--- config.mk ---
export PLATFORM = sky130hd
export DESIGN_NAME = reaction_timer_ctrl_flat
export DESIGN_NICKNAME = d
export VERILOG_FILES = /design/src/rtl/reaction_pkg.sv /design/src/rtl/reaction_timer_ctrl_if.sv /design/src/rtl/bcd_counter4.sv /design/src/rtl/reaction_timer_ctrl.sv /design/src/flat_wrapper.sv
export SDC_FILE = /design/constraint.sdc
export NUM_CORES = 1
export LEC_CHECK = 0
export BUFFER_PORTS_ARGS = -buffer_cell sky130_fd_sc_hd__buf_2
export CORE_MARGIN = 3
export CORE_UTILIZATION = 55
export DETAILED_ROUTE_END_ITERATION = 6
export PLACE_DENSITY = 0.84
export SYNTH_ARGS = -nofsm -noshare
export SYNTH_HDL_FRONTEND = slang
export SYNTH_HIERARCHICAL = 1
export SYNTH_SLANG_ARGS = --single-unit
--- constraint.sdc ---
create_clock -name clk -period 2.6 [get_ports clk]
set_input_delay 0.52 -clock clk [delete_from_list [all_inputs] [get_ports clk]]
set_output_delay 0.52 -clock clk [all_outputs]
set_load 0.01 [all_outputs]
--- src/rtl/reaction_pkg.sv ---
// Shared definitions for the reaction timer controller.
//   state_t    : 3-bit state code driven onto the state output
//   LFSR_TAPS  : feedback mask for the 16-bit delay LFSR (taps 16,14,13,11)
//   BCD_MAX    : largest legal BCD digit
//   lfsr_next  : one shift of the delay LFSR
package reaction_pkg;

  typedef enum logic [2:0] {
    S_IDLE   = 3'd0,
    S_WAIT   = 3'd1,
    S_TIMING = 3'd2,
    S_SHOW   = 3'd3,
    S_EARLY  = 3'd4
  } state_t;

  // Tap n maps to bit n-1 of the shift register.
  localparam logic [15:0] LFSR_TAPS = 16'hB400;
  localparam logic [3:0]  BCD_MAX   = 4'd9;

  function automatic logic [15:0] lfsr_next(input logic [15:0] v);
    return {v[14:0], ^(v & LFSR_TAPS)};
  endfunction

endpackage

--- src/rtl/reaction_timer_ctrl_if.sv ---
// Button/display bundle of the reaction timer.
//   start, react : single-cycle pulses from the debounced buttons
//   led, early   : cue LED and false-start flag
//   state        : current state code
//   ones..thousandths : BCD result digits for the segment decoder
// slave  : the controller side (buttons in, display out)
// master : the driver/observer side
interface reaction_timer_ctrl_if;
  import reaction_pkg::*;

  logic       start;
  logic       react;
  logic       led;
  logic       early;
  state_t     state;
  logic [3:0] ones;
  logic [3:0] tenths;
  logic [3:0] hundredths;
  logic [3:0] thousandths;

  modport slave (
    input  start, react,
    output led, early, state, ones, tenths, hundredths, thousandths
  );

  modport master (
    output start, react,
    input  led, early, state, ones, tenths, hundredths, thousandths
  );

endinterface

--- src/rtl/bcd_counter4.sv ---
// Four-digit cascaded BCD counter, saturating at 9999.
//   clk, reset_n : clock and synchronous active-low reset
//   clr          : synchronous clear to 0000 (wins over en)
//   en           : advance by one count
//   ones..thousandths : registered BCD digits, most to least significant
module bcd_counter4
  import reaction_pkg::*;
(
  input  logic       clk,
  input  logic       reset_n,
  input  logic       clr,
  input  logic       en,
  output logic [3:0] ones,
  output logic [3:0] tenths,
  output logic [3:0] hundredths,
  output logic [3:0] thousandths
);

  // dig[0] is the least significant digit.
  logic [3:0] dig     [4];
  logic [3:0] dig_nxt [4];
  logic       sat;

  assign sat = (dig[0] == BCD_MAX) && (dig[1] == BCD_MAX) &&
               (dig[2] == BCD_MAX) && (dig[3] == BCD_MAX);

  always_comb begin
    logic carry;
    carry = 1'b1;
    for (int i = 0; i < 4; i++) begin
      dig_nxt[i] = dig[i];
      if (carry) begin
        if (dig[i] == BCD_MAX) begin
          dig_nxt[i] = 4'd0;
        end else begin
          dig_nxt[i] = dig[i] + 4'd1;
          carry      = 1'b0;
        end
      end
    end
  end

  always_ff @(posedge clk) begin
    if (!reset_n || clr) begin
      for (int i = 0; i < 4; i++) dig[i] <= 4'd0;
    end else if (en && !sat) begin
      for (int i = 0; i < 4; i++) dig[i] <= dig_nxt[i];
    end
  end

  assign thousandths = dig[0];
  assign hundredths  = dig[1];
  assign tenths      = dig[2];
  assign ones        = dig[3];

endmodule

--- src/rtl/reaction_timer_ctrl.sv ---
// Reaction-time measurement sequencer.
// After start it waits WAIT_BASE_MS plus a pseudo-random 0..1023 ms, lights
// the cue LED, counts milliseconds in BCD until react, then freezes the result.
//   clk      : system clock
//   reset_n  : synchronous active-low reset
//   bus      : start/react pulses in; led, early, state and BCD digits out
//
//   state    | meaning
//   ---------+------------------------------------------------
//   S_IDLE   | after reset, digits hold, waiting for start
//   S_WAIT   | random delay running, counted down in ms ticks
//   S_TIMING | cue lit, counting ms until react
//   S_SHOW   | result frozen on the digits
//   S_EARLY  | react came before the cue, digits forced to 0
module reaction_timer_ctrl
  import reaction_pkg::*;
#(
  parameter int          TICK_DIV     = 50000,
  parameter int          WAIT_BASE_MS = 1000,
  parameter logic [15:0] LFSR_SEED    = 16'hACE1
) (
  input  logic                 clk,
  input  logic                 reset_n,
  reaction_timer_ctrl_if.slave bus
);

  localparam int             PW       = $clog2(TICK_DIV);
  localparam logic [PW-1:0]  PRE_LAST = PW'(TICK_DIV - 1);

  state_t        state_q, state_nxt;
  logic [PW-1:0] presc_q;
  logic [10:0]   delay_q;
  logic [15:0]   lfsr_q;
  logic          led_q, early_q;

  logic tick;
  logic load_delay, dec_delay, clr_dig, cnt_en, presc_clr;

  assign tick = (presc_q == PRE_LAST);

  always_comb begin
    state_nxt  = state_q;
    load_delay = 1'b0;
    dec_delay  = 1'b0;
    clr_dig    = 1'b0;
    cnt_en     = 1'b0;
    case (state_q)
      S_IDLE, S_SHOW: begin
        if (bus.start) begin
          state_nxt  = S_WAIT;
          load_delay = 1'b1;
          clr_dig    = 1'b1;
        end
      end
      S_EARLY: begin
        clr_dig = 1'b1;
        if (bus.start) begin
          state_nxt  = S_WAIT;
          load_delay = 1'b1;
        end
      end
      S_WAIT: begin
        // react beats an expiring tick in the same cycle
        if (bus.react) begin
          state_nxt = S_EARLY;
          clr_dig   = 1'b1;
        end else if (tick) begin
          if (delay_q == 11'd1) state_nxt = S_TIMING;
          else                  dec_delay = 1'b1;
        end
      end
      S_TIMING: begin
        // a tick coinciding with react is not counted
        if (bus.react)  state_nxt = S_SHOW;
        else if (tick)  cnt_en    = 1'b1;
      end
      default: state_nxt = S_IDLE;
    endcase
  end

  // Restart the ms grid on entry so the first tick is a full period away.
  assign presc_clr = (state_nxt != state_q) &&
                     ((state_nxt == S_WAIT) || (state_nxt == S_TIMING));

  always_ff @(posedge clk) begin
    if (!reset_n) begin
      state_q <= S_IDLE;
      presc_q <= '0;
      delay_q <= '0;
      lfsr_q  <= LFSR_SEED;
      led_q   <= 1'b0;
      early_q <= 1'b0;
    end else begin
      state_q <= state_nxt;
      lfsr_q  <= lfsr_next(lfsr_q);
      if (presc_clr || tick) presc_q <= '0;
      else                   presc_q <= presc_q + PW'(1);
      if (load_delay)     delay_q <= 11'(WAIT_BASE_MS) + {1'b0, lfsr_q[9:0]};
      else if (dec_delay) delay_q <= delay_q - 11'd1;
      led_q   <= (state_nxt == S_TIMING);
      early_q <= (state_nxt == S_EARLY);
    end
  end

  bcd_counter4 u_cnt (
    .clk         (clk),
    .reset_n     (reset_n),
    .clr         (clr_dig),
    .en          (cnt_en),
    .ones        (bus.ones),
    .tenths      (bus.tenths),
    .hundredths  (bus.hundredths),
    .thousandths (bus.thousandths)
  );

  assign bus.state = state_q;
  assign bus.led   = led_q;
  assign bus.early = early_q;

endmodule

--- src/flat_wrapper.sv ---
// flat-port wrapper written by rule: the top's interface ports become plain ports
module reaction_timer_ctrl_flat import reaction_pkg::*;
#(
  parameter int          TICK_DIV     = 50000,
  parameter int          WAIT_BASE_MS = 1000,
  parameter logic [15:0] LFSR_SEED    = 16'hACE1
)
  (clk, reset_n, bus_start, bus_react, bus_led, bus_early, bus_state, bus_ones, bus_tenths, bus_hundredths, bus_thousandths);
  reaction_timer_ctrl_if bus_i ();
  input  logic clk;
  input  logic reset_n;
  input wire logic [$bits(bus_i.start)-1:0] bus_start;
  input wire logic [$bits(bus_i.react)-1:0] bus_react;
  output wire logic [$bits(bus_i.led)-1:0] bus_led;
  output wire logic [$bits(bus_i.early)-1:0] bus_early;
  output wire logic [$bits(bus_i.state)-1:0] bus_state;
  output wire logic [$bits(bus_i.ones)-1:0] bus_ones;
  output wire logic [$bits(bus_i.tenths)-1:0] bus_tenths;
  output wire logic [$bits(bus_i.hundredths)-1:0] bus_hundredths;
  output wire logic [$bits(bus_i.thousandths)-1:0] bus_thousandths;
  assign bus_i.start = bus_start;
  assign bus_i.react = bus_react;
  assign bus_led = bus_i.led;
  assign bus_early = bus_i.early;
  assign bus_state = bus_i.state;
  assign bus_ones = bus_i.ones;
  assign bus_tenths = bus_i.tenths;
  assign bus_hundredths = bus_i.hundredths;
  assign bus_thousandths = bus_i.thousandths;
  reaction_timer_ctrl #(.TICK_DIV(TICK_DIV), .WAIT_BASE_MS(WAIT_BASE_MS), .LFSR_SEED(LFSR_SEED)) u_core (.clk(clk), .reset_n(reset_n), .bus(bus_i));
endmodule
# [Word-level counts from Yosys, hierarchy flattened]
# Memories as Yosys holds them, arrays and structs flattened.
# Index checks and enable logic that the tools add are counted.
[classes] n_addsub=7 eq_ne=14 n_mux=40 n_bitwise=5 reduce_logical=16
[op_table] cell="$mux 4" n=11
[op_table] cell="$mux 11" n=2
[op_table] cell="$mux 1" n=20
[op_table] cell="$add 16x1->16 const B" n=1
[op_table] cell="$add 4x1->4 const B" n=4
[op_table] cell="$eq 16x16->1 const B" n=1
[op_table] cell="$eq 4x4->1 const B" n=4
[op_table] cell="$reduce_xor 16->1" n=1
[op_table] cell="$mux 3" n=5
[op_table] cell="$add 10x10->11 const A" n=1
[op_table] cell="$eq 11x1->1 const B" n=1
[op_table] cell="$sub 11x1->11 const B" n=1
[op_table] cell="$eq 3x2->1 const B" n=3
[op_table] cell="$pmux 3 s3" n=1
[op_table] cell="$eq 3x1->1 const B" n=2
[op_table] cell="$eq 3x3->1 const B" n=2
[op_table] cell="$logic_and 1x1->1" n=5
[op_table] cell="$or 1x1->1" n=4
[op_table] cell="$reduce_or 2->1" n=2
[op_table] cell="$logic_not 3->1" n=1
[op_table] cell="$logic_or 1x1->1" n=3
[op_table] cell="$ne 3x3->1" n=1
[op_table] cell="$pmux 1 s3" n=1
[op_table] cell="$reduce_or 3->1" n=1
[op_table] cell="other kinds (3)" n=4
[totals] regBits=48 ramBits=16 inputBits=4 output_inout_bits=21 elab_cells=89 memories=1
[memory_table] memory="u_core.u_cnt.dig" depth=4 word_bits=4 rd=4 rd_ports_with_merged_regs=0 write_ports=4 line_no="bcd_counter4.sv:20" rtl="logic [3:0] dig [4];"

# [Depth between registers and ports, before layout]
# Gate-level depths: netlist of the first run.
[depth] depth_word=10 mapped_depth=8

# [Modules after synthesis]
# Netlist of the first run, hierarchy kept.
[modules_own_cells] module="reaction_timer_ctrl" n_inst=1 cells_per_inst=253 area_per_inst_um2=2322.2 seq_area_each_um2=960.9
[modules_own_cells] module="bcd_counter4" n_inst=1 cells_per_inst=76 area_per_inst_um2=899.6 seq_area_each_um2=480.5

# [Least setup slack after synthesis of the first run]
# Ideal clock, no wire load.
[synth_timing] kind="flip-flop to flip-flop" startpoint="register u_core.presc_q[0]" endpoint="memory u_core.u_cnt.dig[2][0], enable pin" setup_time_ns=0.335 arrival_ns=2.028 t_required_ns=2.265 path_slack_ns=0.236 path_stages_with_launch=9 path_buffers=1 synth_period_minus_slack_ns=2.364 path_cell_list="dfxtp_1 > ha_1 > nand3_1 > nand4b_4 > buf_6 > nor4_1 > inv_1 > or3_4 > o21ai_1"
[synth_rtl] element="start, declared" line_no="reaction_timer_ctrl.sv:31" rtl="logic [PW-1:0] presc_q;"
[synth_rtl] element="start signal, assigned" line_no="reaction_timer_ctrl.sv:97" rtl="else presc_q <= presc_q + PW'(1);"
[synth_rtl] element="end, declared" line_no="bcd_counter4.sv:20"

==> metrics.log, run 1 <==
[metrics] I/O Pins: 25
[metrics] IR Drop Worst-Case VDD: approximately 290 uV
[metrics] root buffer cell: sky130_fd_sc_hd__clkbuf_8
[metrics] CP peak stage delay: 410 ps
[metrics] nets@finish: 375
[metrics] total power density per cell area: roughly 600 nW/um^2
[metrics] Clock Skew: ~6.5 ps
[metrics] average wire length per cell after detail routing: about 14 um
[metrics] Critical-path top delay cell: sky130_fd_sc_hd__or3_4
[metrics] DR vias/cell: 5.447
[metrics] setup fix buffers added after clock tree synthesis: 0
[metrics] Tightest Hold Check Type: reg2reg
[metrics] Buffers on Ports: 24
[metrics] DIE WIDTH: 82.54 um
[metrics] max-cap violations: 0
[metrics] capture instance of the worst register-to-register path: u_core/u_cnt/dig[2][0]$_SDFFCE_PP0P_
[metrics] top cells by area, synth: sky130_fd_sc_hd__dfxtp_1 (30%), sky130_fd_sc_hd__edfxtp_1 (15%), sky130_fd_sc_hd__xnor2_1 (6.0%), sky130_fd_sc_hd__nor2_1 (5.5%), sky130_fd_sc_hd__ha_1 (4.7%)
[metrics] origin of the critical flop-to-flop path: u_core/presc_q[0]$_SDFF_PP0_
[metrics] htree depth: 3
[metrics] number of buffers inserted for hold repair after clock tree synthesis: 0
[metrics] dominant cell by count in the synthesized netlist: sky130_fd_sc_hd__dfxtp_1
[metrics] Reg clk slew, reported paths: 60 ps
[metrics] Final Worst Setup Slack: 218.1 ps
[metrics] Post-Syn Area: 3222 um^2
[metrics] run status: finished clean
[metrics] number of antenna diodes: 0
[metrics] via count of the first global-routing pass: roughly 2200
[metrics] ordered cell list for the critical path: ha_1 -> nand3_1 -> nand4b_4 -> nor4_1 -> inv_1 -> or3_4 -> o21ai_1
[metrics] crit path launch type: register
[metrics] number of clock sinks seen by CTS: 64
[metrics] cell count of the worst hold path: 1
[metrics] clock tree from TritonCTS: built
[metrics] required time reported for the critical path endpoint: 2600 ps
[metrics] utilization after layout: 0.6476
[metrics] EDFF count, synth: 16
[metrics] achievable clock frequency: 419.8 MHz
[metrics] worst rel slew slack: 0.6086
[metrics] synthesized netlist cell count: 329
[metrics] vias post-DR: 2375
[metrics] std cell rows: 27
[metrics] aggregate routed wire length: 6118 um
[metrics] number of antenna violations at the first check in global routing: 0
[metrics] register area share after synthesis: 0.4474
[metrics] fraction of post-synthesis cell area in the top cell type by area: 0.2983
[metrics] effective utilization at floorplan: 0.5780
[metrics] data arrival time of the worst path: 2390 ps
[metrics] hold wc startpoint: u_core/lfsr_q[14]$_SDFF_PN0_
[metrics] setup slack, reg-to-reg: 220 ps
[metrics] aggregate global-route resource usage: 0.1982
[metrics] unrepaired setup endpoints after global routing: false
[metrics] Skew-Pair Late Insertion Delay: 340 ps
[metrics] proportion of synthesized flip-flops having asynchronous set or reset: 0
[metrics] transition time at the pin with the least slew margin: 585.5 ps
[metrics] Synth Flop Type: sky130_fd_sc_hd__dfxtp_1
[metrics] average cell area after synthesis: 9.793 um^2
[metrics] count of final hold-check violations: 0
[metrics] Layout area overhead: 12.04%
[metrics] number of cells in the design after placement: 420
[metrics] proportion of layout cells with a drive suffix above 1: 0.1786
[metrics] highest fanout seen on the critical path: 4
[metrics] leakage power total: 1.441 nW
[metrics] die area: 6812 um^2
[metrics] post-synth net total: 345
[metrics] count of nets left with antenna violations after detail routing: 0
[metrics] cell type with the largest total area after synthesis: sky130_fd_sc_hd__dfxtp_1
[metrics] pin count of the biggest net entering global routing: 26
[metrics] endpoint class of the critical path: register
[metrics] number of storage elements in the synthesis netlist: 64
[metrics] leftover overflow at the end of global routing: 0
[metrics] worst min-delay path endpoint: u_core/lfsr_q[15]$_SDFF_PN1_
[metrics] post-synth cell types: 57
[metrics] starting DRC count in detailed routing: 217
[metrics] minimum clock period: ~2400 ps
[metrics] critical path class: reg2reg
[metrics] Clock Path Buffers: 2
[metrics] area of the core region: 5574 um^2
[metrics] placed wire-length estimate: 4199 um
[metrics] Post-route DRC: 0
[metrics] setup TNS: 0 ps
[metrics] ranking of synthesized cells by instance count: sky130_fd_sc_hd__dfxtp_1 (48), sky130_fd_sc_hd__nor2_1 (47), sky130_fd_sc_hd__xnor2_1 (22)
[metrics] placement-stage worst setup slack: 234.4 ps
[metrics] Chip Height: a little over 80 um
[metrics] post-route non-filler standard cell count: 436
[metrics] clock buffers created by TritonCTS: 9
[metrics] first-pass GRT wire length: 10070 um
[metrics] setup violation total in the final timing report: 0
[metrics] final cycle utilization of the critical path: 0.9161
[metrics] number of warnings reported in the yosys synthesis log: 6
[metrics] Final GP Congestion: 0.8085
[metrics] worst reg-to-reg path cell count: 7
[metrics] CTS-repair resized insts: 0
[metrics] Initial DRT Pass Iterations: 4
[metrics] final number of max-transition violations: 0
[how the worst max path moves through the flow]
stage,end,depth (start not counted),startpoint
3_3_place_gp,u_core/u_cnt/dig[2][2]$_SDFFCE_PP0P_,7,u_core/presc_q[0]$_SDFF_PP0_
5_1_grt,u_core/u_cnt/dig[2][1]$_SDFFCE_PP0P_,7,u_core/presc_q[0]$_SDFF_PP0_
6_report,u_core/u_cnt/dig[2][0]$_SDFFCE_PP0P_,7,u_core/presc_q[0]$_SDFF_PP0_
2_1_floorplan,u_core/u_cnt/dig[2][0]$_SDFFCE_PP0P_,8,u_core/presc_q[0]$_SDFF_PP0_
4_1_cts,u_core/u_cnt/dig[2][0]$_SDFFCE_PP0P_,7,u_core/presc_q[0]$_SDFF_PP0_
3_5_place_dp,u_core/u_cnt/dig[2][2]$_SDFFCE_PP0P_,7,u_core/presc_q[0]$_SDFF_PP0_
[through the flow]
step           cell area (um^2)  power (W)  hold slack, ps
2_1_floorplan              3222   0.001306           386.3
3_3_place_gp               3421   0.001365           389.3
3_5_place_dp               3421   0.001374           408.3
4_1_cts                    3610   0.002201           423.7
5_1_grt                    3610   0.002282           439.4
6_report                   3610   0.002177           416.1
[area by class of cell]
class                           instances  area (um^2)
Multi-Input combinational cell        239         1664
Sequential cell                        64         1441
Fill cell                             436         1964
Clock buffer                           12        145.1
Inverter                               14        52.55
Tap cell                               72        90.09
Clock inverter                          4        43.79
Timing Repair Buffer                   31        172.7
[kinds of logic after synthesis]
| group | share of synthesized area |
|---|---|
| AND/OR/NAND/NOR | 0.2847 |
| flip-flops | 0.4474 |
| multiplexers | 0.003107 |
| XOR/XNOR | 0.1033 |
| buffers and inverters | 0.03612 |
| AO/OA/AOI/OAI | 0.07884 |
| adder cells (fa/ha/maj) | 0.04660 |
[critical path, delay by kind of cell, from the launching register on]
family,cells,cell delay (ps)
DFF,1,340
adders and majority gates,1,230
and+or+nand+nor,4,1040
AOI/OAI and AO/OA,1,300
buffers and inverters,1,130
[per-layer routing]
metal  GRT usage  part of all wire
met2      0.3181              0.48
met3     0.05857             0.038
met5           0                 0
met4     0.09477             0.017
met1      0.2432              0.47
[where the power goes]
part	switching, W	internal [W]
Clock	0.000356	0.000463
Combinational	0.000131	0.0000989
Sequential	0.0000530	0.00107
Total	0.000540	0.00164
[placed cells by master (no fill, tap or decap), drive strengths merged, types with 2 or more instances in the layout]
master	Yosys	layout
a2111oi	3	3
a21oi	13	13
a31oi	2	2
and2	5	5
and2b	2	2
and3	4	4
and3b	2	2
and4	3	3
and4bb	2	2
buf	5	31
clkbuf	7	12
clkinv	1	4
dfxtp	48	48
edfxtp	16	16
ha	12	12
inv	13	13
nand2	19	19
nand2b	10	10
nand3	11	11
nand3b	8	8
nand4	2	2
nand4b	2	2
nor2	47	47
nor2b	3	3
nor3	9	9
nor4	10	10
nor4b	2	2
o21ai	15	15
or3	3	3
xnor2	22	22
xor2	16	16
[state kept, by name, indices dropped and copies added, names as in the netlist]
| register | flops |
|---|---|
| u_core/lfsr_q | 16 |
| u_core/presc_q | 16 |
| u_core/u_cnt/dig | 16 |
| u_core/delay_q | 11 |
| u_core/bus.state | 3 |
| u_core/bus.early | 1 |
| u_core/bus.led | 1 |
No activity file was read; power rests on OpenSTA's default activity.
==> inputs of run 2 (changes only) <==
--- a/config.mk
+++ b/config.mk
@@ -9,5 +9,5 @@
 export CORE_MARGIN = 3
-export CORE_UTILIZATION = 55
+export CORE_UTILIZATION = 48
 export DETAILED_ROUTE_END_ITERATION = 6
-export PLACE_DENSITY = 0.84
+export PLACE_DENSITY = 0.76
 export SYNTH_ARGS = -nofsm -noshare
--- a/constraint.sdc
+++ b/constraint.sdc
@@ -3,2 +3,2 @@
 set_output_delay 0.52 -clock clk [all_outputs]
-set_load 0.01 [all_outputs]
+set_load 0.1 [all_outputs]
==> metrics.log, run 2 (synthesis results as in run 1) <==
[metrics] CTS-repair resized insts: 0
[metrics] largest registers: u_core/lfsr_q x16, u_core/presc_q x16, u_core/u_cnt/dig x16
[metrics] aggregate routed wire length: 5702 um
[metrics] max-cap violations: 0
[metrics] cell area after placement: ~3400 um^2
[metrics] count of nets left with antenna violations after detail routing: 0
[metrics] highest fanout seen on the critical path: 4
[metrics] minimum clock period: 2372 ps
[metrics] number of buffers inserted for hold repair after clock tree synthesis: 0
[metrics] data arrival time of the worst path: 2380 ps
[metrics] first-pass GRT wire length: a little under 10000 um
[metrics] count of final hold-check violations: 0
[metrics] Critical-path top delay cell: sky130_fd_sc_hd__or3_4
[metrics] setup TNS: 0 ps
[metrics] root buffer cell: sky130_fd_sc_hd__clkbuf_8
[metrics] Skew-Pair Late Insertion Delay: 340 ps
[metrics] clock tree from TritonCTS: built
[metrics] ordered cell list for the critical path: ha_1 -> nand3_1 -> nand4b_4 -> nor4_1 -> inv_1 -> or3_4 -> o21ai_1
[metrics] aggregate global-route resource usage: 0.1643
[metrics] total power density per cell area: 614.5 nW/um^2
[metrics] proportion of layout cells with a drive suffix above 1: 0.1796
[metrics] area of the core region: 6422 um^2
[metrics] area of all placed cells without fillers: 3585 um^2
[metrics] final cycle utilization of the critical path: 0.9122
[metrics] effective utilization at floorplan: 0.5017
[metrics] endpoint class of the critical path: register
[metrics] transition time at the pin with the least slew margin: 525.6 ps
[metrics] average wire length per cell after detail routing: 12.99 um
[metrics] number of antenna violations at the first check in global routing: 0
[metrics] DIE WIDTH: 87.93 um
[metrics] starting DRC count in detailed routing: 78
[metrics] via count of the first global-routing pass: 2178
[metrics] Buf+Inv Stages, Crit Path: 1
[metrics] IR Drop Worst-Case VDD: 300.6 uV
[metrics] critical path class: reg2reg
[metrics] vias post-DR: 2324
[metrics] cell family with the largest share of critical-path delay: simple AND/OR/NAND/NOR gates
[metrics] I/O Pins: 25
[metrics] die area: 7731 um^2
[metrics] Tightest Hold Check Type: reg2reg
[metrics] Final GP Congestion: 0.8073
[metrics] htree depth: 3
[metrics] CP peak stage delay: 400 ps
[metrics] std cell rows: 29
[metrics] worst hold slack: 421.2 ps
[metrics] DR vias/cell: about 5.3
[metrics] leakage power total: 1.420 nW
[metrics] final number of max-transition violations: 0
[metrics] setup violation total in the final timing report: 0
[metrics] achievable clock frequency: 421.6 MHz
[metrics] post-route non-filler standard cell count: 439
[metrics] number of clock sinks seen by CTS: between 60 and 70
[metrics] required time reported for the critical path endpoint: around 2600 ps
[metrics] number of cells in the design after placement: between 400 and 500
[metrics] Chip Height: 87.93 um
[metrics] Clock Path Buffers: 2
[metrics] Layout area overhead: 11.26%
[metrics] Reg clk slew, reported paths: 70 ps
[metrics] Initial DRT Pass Iterations: 4
[metrics] nets@finish: 374
[metrics] crit path launch type: register
[metrics] number of antenna diodes: 0
[metrics] unrepaired setup endpoints after global routing: false
[metrics] top library cells by usage in the layout, fill and taps aside: sky130_fd_sc_hd__nor2_1 (47), sky130_fd_sc_hd__dfxtp_1 (47), sky130_fd_sc_hd__buf_2 (24)
[metrics] Buffers on Ports: 24
[metrics] worst rel slew slack: 0.6486
[metrics] pin count of the biggest net entering global routing: 23
[metrics] setup fix buffers added after clock tree synthesis: 0
[metrics] Post-route DRC: 0
[metrics] Clock Skew: between 9 and 10 ps
[metrics] placed wire-length estimate: 4171 um
[metrics] leftover overflow at the end of global routing: 0
[metrics] run status: finished clean
[metrics] utilization after layout: 0.5582
[metrics] clock buffers created by TritonCTS: 9
run 2: final timing paths:
kind | from | to | slack [ps] | depth (start not counted)
setup / recovery | u_core/presc_q[0]$_SDFF_PP0_ | u_core/u_cnt/dig[2][0]$_SDFFCE_PP0P_ | 230 | 7
hold / removal | u_core/lfsr_q[14]$_SDFF_PN0_ | u_core/lfsr_q[15]$_SDFF_PN1_ | 420 | 1
setup reg to reg | u_core/presc_q[0]$_SDFF_PP0_ | u_core/u_cnt/dig[2][0]$_SDFFCE_PP0P_ | 230 | 7
hold reg to reg | u_core/lfsr_q[14]$_SDFF_PN0_ | u_core/lfsr_q[15]$_SDFF_PN1_ | 420 | 1
run 2: layer usage:
metal | vias up | share of wire | GRT usage
met5 | - | 0 | 0
met4 | 0 | 0.015 | 0.06555
met3 | 8 | 0.046 | 0.05833
met2 | 39 | 0.45 | 0.2486
met1 | 1078 | 0.49 | 0.2142
li1 | 1199 | - | -
run 2: layout make-up:
cell class,count,area (um^2)
clock buffer,12,145.1
clock inverter,3,18.77
fill,559,2838
inverter,14,52.55
multi-input combinational,239,1664
sequential,64,1443
tap,77,96.34
timing repair buffer,30,165.2
run 2: metrics by stage:
stage	power [W]	worst slack [ps]
5_1_grt	0.002307	29.32
6_report	0.002203	228.3
4_1_cts	0.002234	209.0
3_5_place_dp	0.001505	199.5
3_3_place_gp	0.001498	310.1
2_1_floorplan	0.001434	189.6
run 2: where the power goes:
part	switching, W	internal [W]
Clock	0.000354	0.000366
Combinational	0.000253	0.000101
Sequential	0.0000540	0.00107
Total	0.000661	0.00154
==> inputs of run 3 (changes only) <==
==> constraint.sdc (replaced) <==
create_clock -name clk -period 2.6 [get_ports clk]
set_input_delay 0.26 -clock clk [delete_from_list [all_inputs] [get_ports clk]]
set_output_delay 0.26 -clock clk [all_outputs]
set_load 0.1 [all_outputs]
==> metrics.log, run 3 (synthesis results as in run 1) <==
[metrics] run status: finished clean
[metrics] unrepaired setup endpoints after global routing: false
[metrics] launch point of the critical path: u_core/presc_q[0]$_SDFF_PP0_
[metrics] post-route non-filler standard cell count: about 440
[metrics] setup violation total in the final timing report: 0
[metrics] die area: 7731 um^2
[metrics] Layout area overhead: 12.12%
[metrics] Reg clk slew, reported paths: 60 ps
[metrics] number of cells in the design after placement: about 420
[metrics] Buffers on Ports: 24
[metrics] endpoint class of the critical path: register
[metrics] first-pass GRT wire length: 9984 um
[metrics] setup slack, reg-to-reg: 240 ps
[metrics] placed wire-length estimate: around 4200 um
[metrics] count of final hold-check violations: 0
[metrics] worst min-delay path endpoint: u_core/bus.led$_SDFF_PN0_
[metrics] clock tree from TritonCTS: built
[metrics] leftover overflow at the end of global routing: 0
[metrics] critical path class: reg2reg
[metrics] achievable clock frequency: about 420 MHz
[metrics] Final GP Congestion: 0.7820
[metrics] required time reported for the critical path endpoint: 2600 ps
[metrics] std cell rows: 29
[metrics] starting DRC count in detailed routing: 127
[metrics] total power density per cell area: 642.7 nW/um^2
[metrics] number of antenna diodes: 0
[metrics] Initial DRT Pass Iterations: 4
[metrics] Clock Path Buffers: 2
[metrics] vias post-DR: 2328
[metrics] worst hold slack: about 220 ps
[metrics] worst rel slew slack: 0.6108
[metrics] effective utilization at floorplan: 0.5017
[metrics] cell area after placement: 3413 um^2
[metrics] Post-route DRC: 0
[metrics] Tightest Hold Check Type: in2reg
[metrics] count of nets left with antenna violations after detail routing: 0
[metrics] proportion of layout cells with a drive suffix above 1: 0.1796
[metrics] top library cells by usage in the layout, fill and taps aside: sky130_fd_sc_hd__nor2_1 (47), sky130_fd_sc_hd__dfxtp_1 (47), sky130_fd_sc_hd__buf_2 (24)
[metrics] htree depth: 3
[metrics] CTS-repair resized insts: 0
[metrics] setup TNS: 0 ps
[metrics] origin of the critical flop-to-flop path: u_core/presc_q[0]$_SDFF_PP0_
[metrics] transition time at the pin with the least slew margin: 577.7 ps
[metrics] minimum clock period: 2365 ps
[metrics] hold wc startpoint: bus_react
[metrics] Skew-Pair Late Insertion Delay: around 330 ps
[metrics] average wire length per cell after detail routing: 13.09 um
[metrics] DR vias/cell: 5.303
[metrics] DIE WIDTH: 87.93 um
[metrics] setup fix buffers added after clock tree synthesis: 0
[metrics] leakage power total: 1.436 nW
[metrics] clock buffers created by TritonCTS: 9
[metrics] crit path launch type: register
[metrics] via count of the first global-routing pass: between 2000 and 2500
[metrics] Clock Skew: 5.083 ps
[metrics] I/O Pins: 25
[metrics] number of clock sinks seen by CTS: 64
[metrics] utilization after layout: 0.5624
[metrics] IR Drop Worst-Case VDD: 353.7 uV
[metrics] cell count of the worst hold path: 2
[metrics] highest fanout seen on the critical path: 4
[metrics] capture instance of the worst register-to-register path: u_core/u_cnt/dig[2][2]$_SDFFCE_PP0P_
[metrics] final cycle utilization of the critical path: 0.9094
[metrics] data arrival time of the worst path: 2370 ps
[metrics] pin count of the biggest net entering global routing: 23
[metrics] worst reg-to-reg path cell count: 7
[metrics] number of buffers inserted for hold repair after clock tree synthesis: 0
[metrics] nets@finish: 373
[metrics] area of all placed cells without fillers: 3612 um^2
[metrics] root buffer cell: sky130_fd_sc_hd__clkbuf_8
[metrics] aggregate global-route resource usage: 0.1647
[metrics] largest registers: u_core/lfsr_q x16, u_core/presc_q x16, u_core/u_cnt/dig x16
[metrics] area of the core region: 6422 um^2
[metrics] Chip Height: 87.93 um
[metrics] number of antenna violations at the first check in global routing: 0
[metrics] final number of max-transition violations: 0
[metrics] max-cap violations: 0
[metrics] aggregate routed wire length: ~5700 um
==> run 3: changes by cell type in the layout (fill, tap and decap cells not counted) <==
cell / change
sky130_fd_sc_hd__buf_4: -1
sky130_fd_sc_hd__bufinv_16: +1
sky130_fd_sc_hd__clkbuf_8: +1
sky130_fd_sc_hd__clkinv_2: +1
sky130_fd_sc_hd__clkinvlp_4: -1
sky130_fd_sc_hd__inv_4: -1
==> run 3: critical path, cell delays in order (launching register included) <==
cell	delay (ps)
sky130_fd_sc_hd__dfxtp_1	350
sky130_fd_sc_hd__ha_1	230
sky130_fd_sc_hd__nand3_1	130
sky130_fd_sc_hd__nand4b_4	200
sky130_fd_sc_hd__nor4_1	300
sky130_fd_sc_hd__inv_1	110
sky130_fd_sc_hd__or3_4	410
sky130_fd_sc_hd__o21ai_1	310
==> run 3: per-layer routing <==
layer	vias to the layer above	share of wire	GRT usage
li1	1195	-	-
met1	1086	0.48	0.2159
met2	38	0.46	0.2555
met3	9	0.042	0.04139
met4	0	0.016	0.07531
met5	-	0	0
==> run 3: final cells by class <==
type                            instances  area (um^2)
Fill cell                             552         2810
Multi-Input combinational cell        239         1664
Sequential cell                        64         1443
Clock buffer                           13        158.9
Timing Repair Buffer                   29        157.7
Tap cell                               77        96.34
Inverter                               14        52.55
Clock inverter                          3        40.04
==> run 3: through the flow <==
step,setup slack [ps],power (W)
floorplan,189.6,0.001434
global placement,309.2,0.001496
detailed placement,227.7,0.001505
CTS,227.1,0.002343
global route,22.32,0.002427
finish,235.4,0.002322
==> run 3: report_power, final <==
group	internal (W)	switching (W)	total, W	leakage, nW
logic	0.0000997	0.000255	0.000355	0.761
registers	0.00107	0.0000529	0.00113	0.572
clock network	0.000493	0.000346	0.000839	0.103
==> run 3: how the worst max path moves through the flow <==
stage                                           end  cells after the start
2_1_floorplan  u_core/u_cnt/dig[2][0]$_SDFFCE_PP0P_                      6
3_3_place_gp   u_core/u_cnt/dig[2][2]$_SDFFCE_PP0P_                      7
3_5_place_dp   u_core/u_cnt/dig[2][2]$_SDFFCE_PP0P_                      7
4_1_cts        u_core/u_cnt/dig[2][2]$_SDFFCE_PP0P_                      7
5_1_grt        u_core/u_cnt/dig[2][1]$_SDFFCE_PP0P_                      7
6_report       u_core/u_cnt/dig[2][2]$_SDFFCE_PP0P_                      7
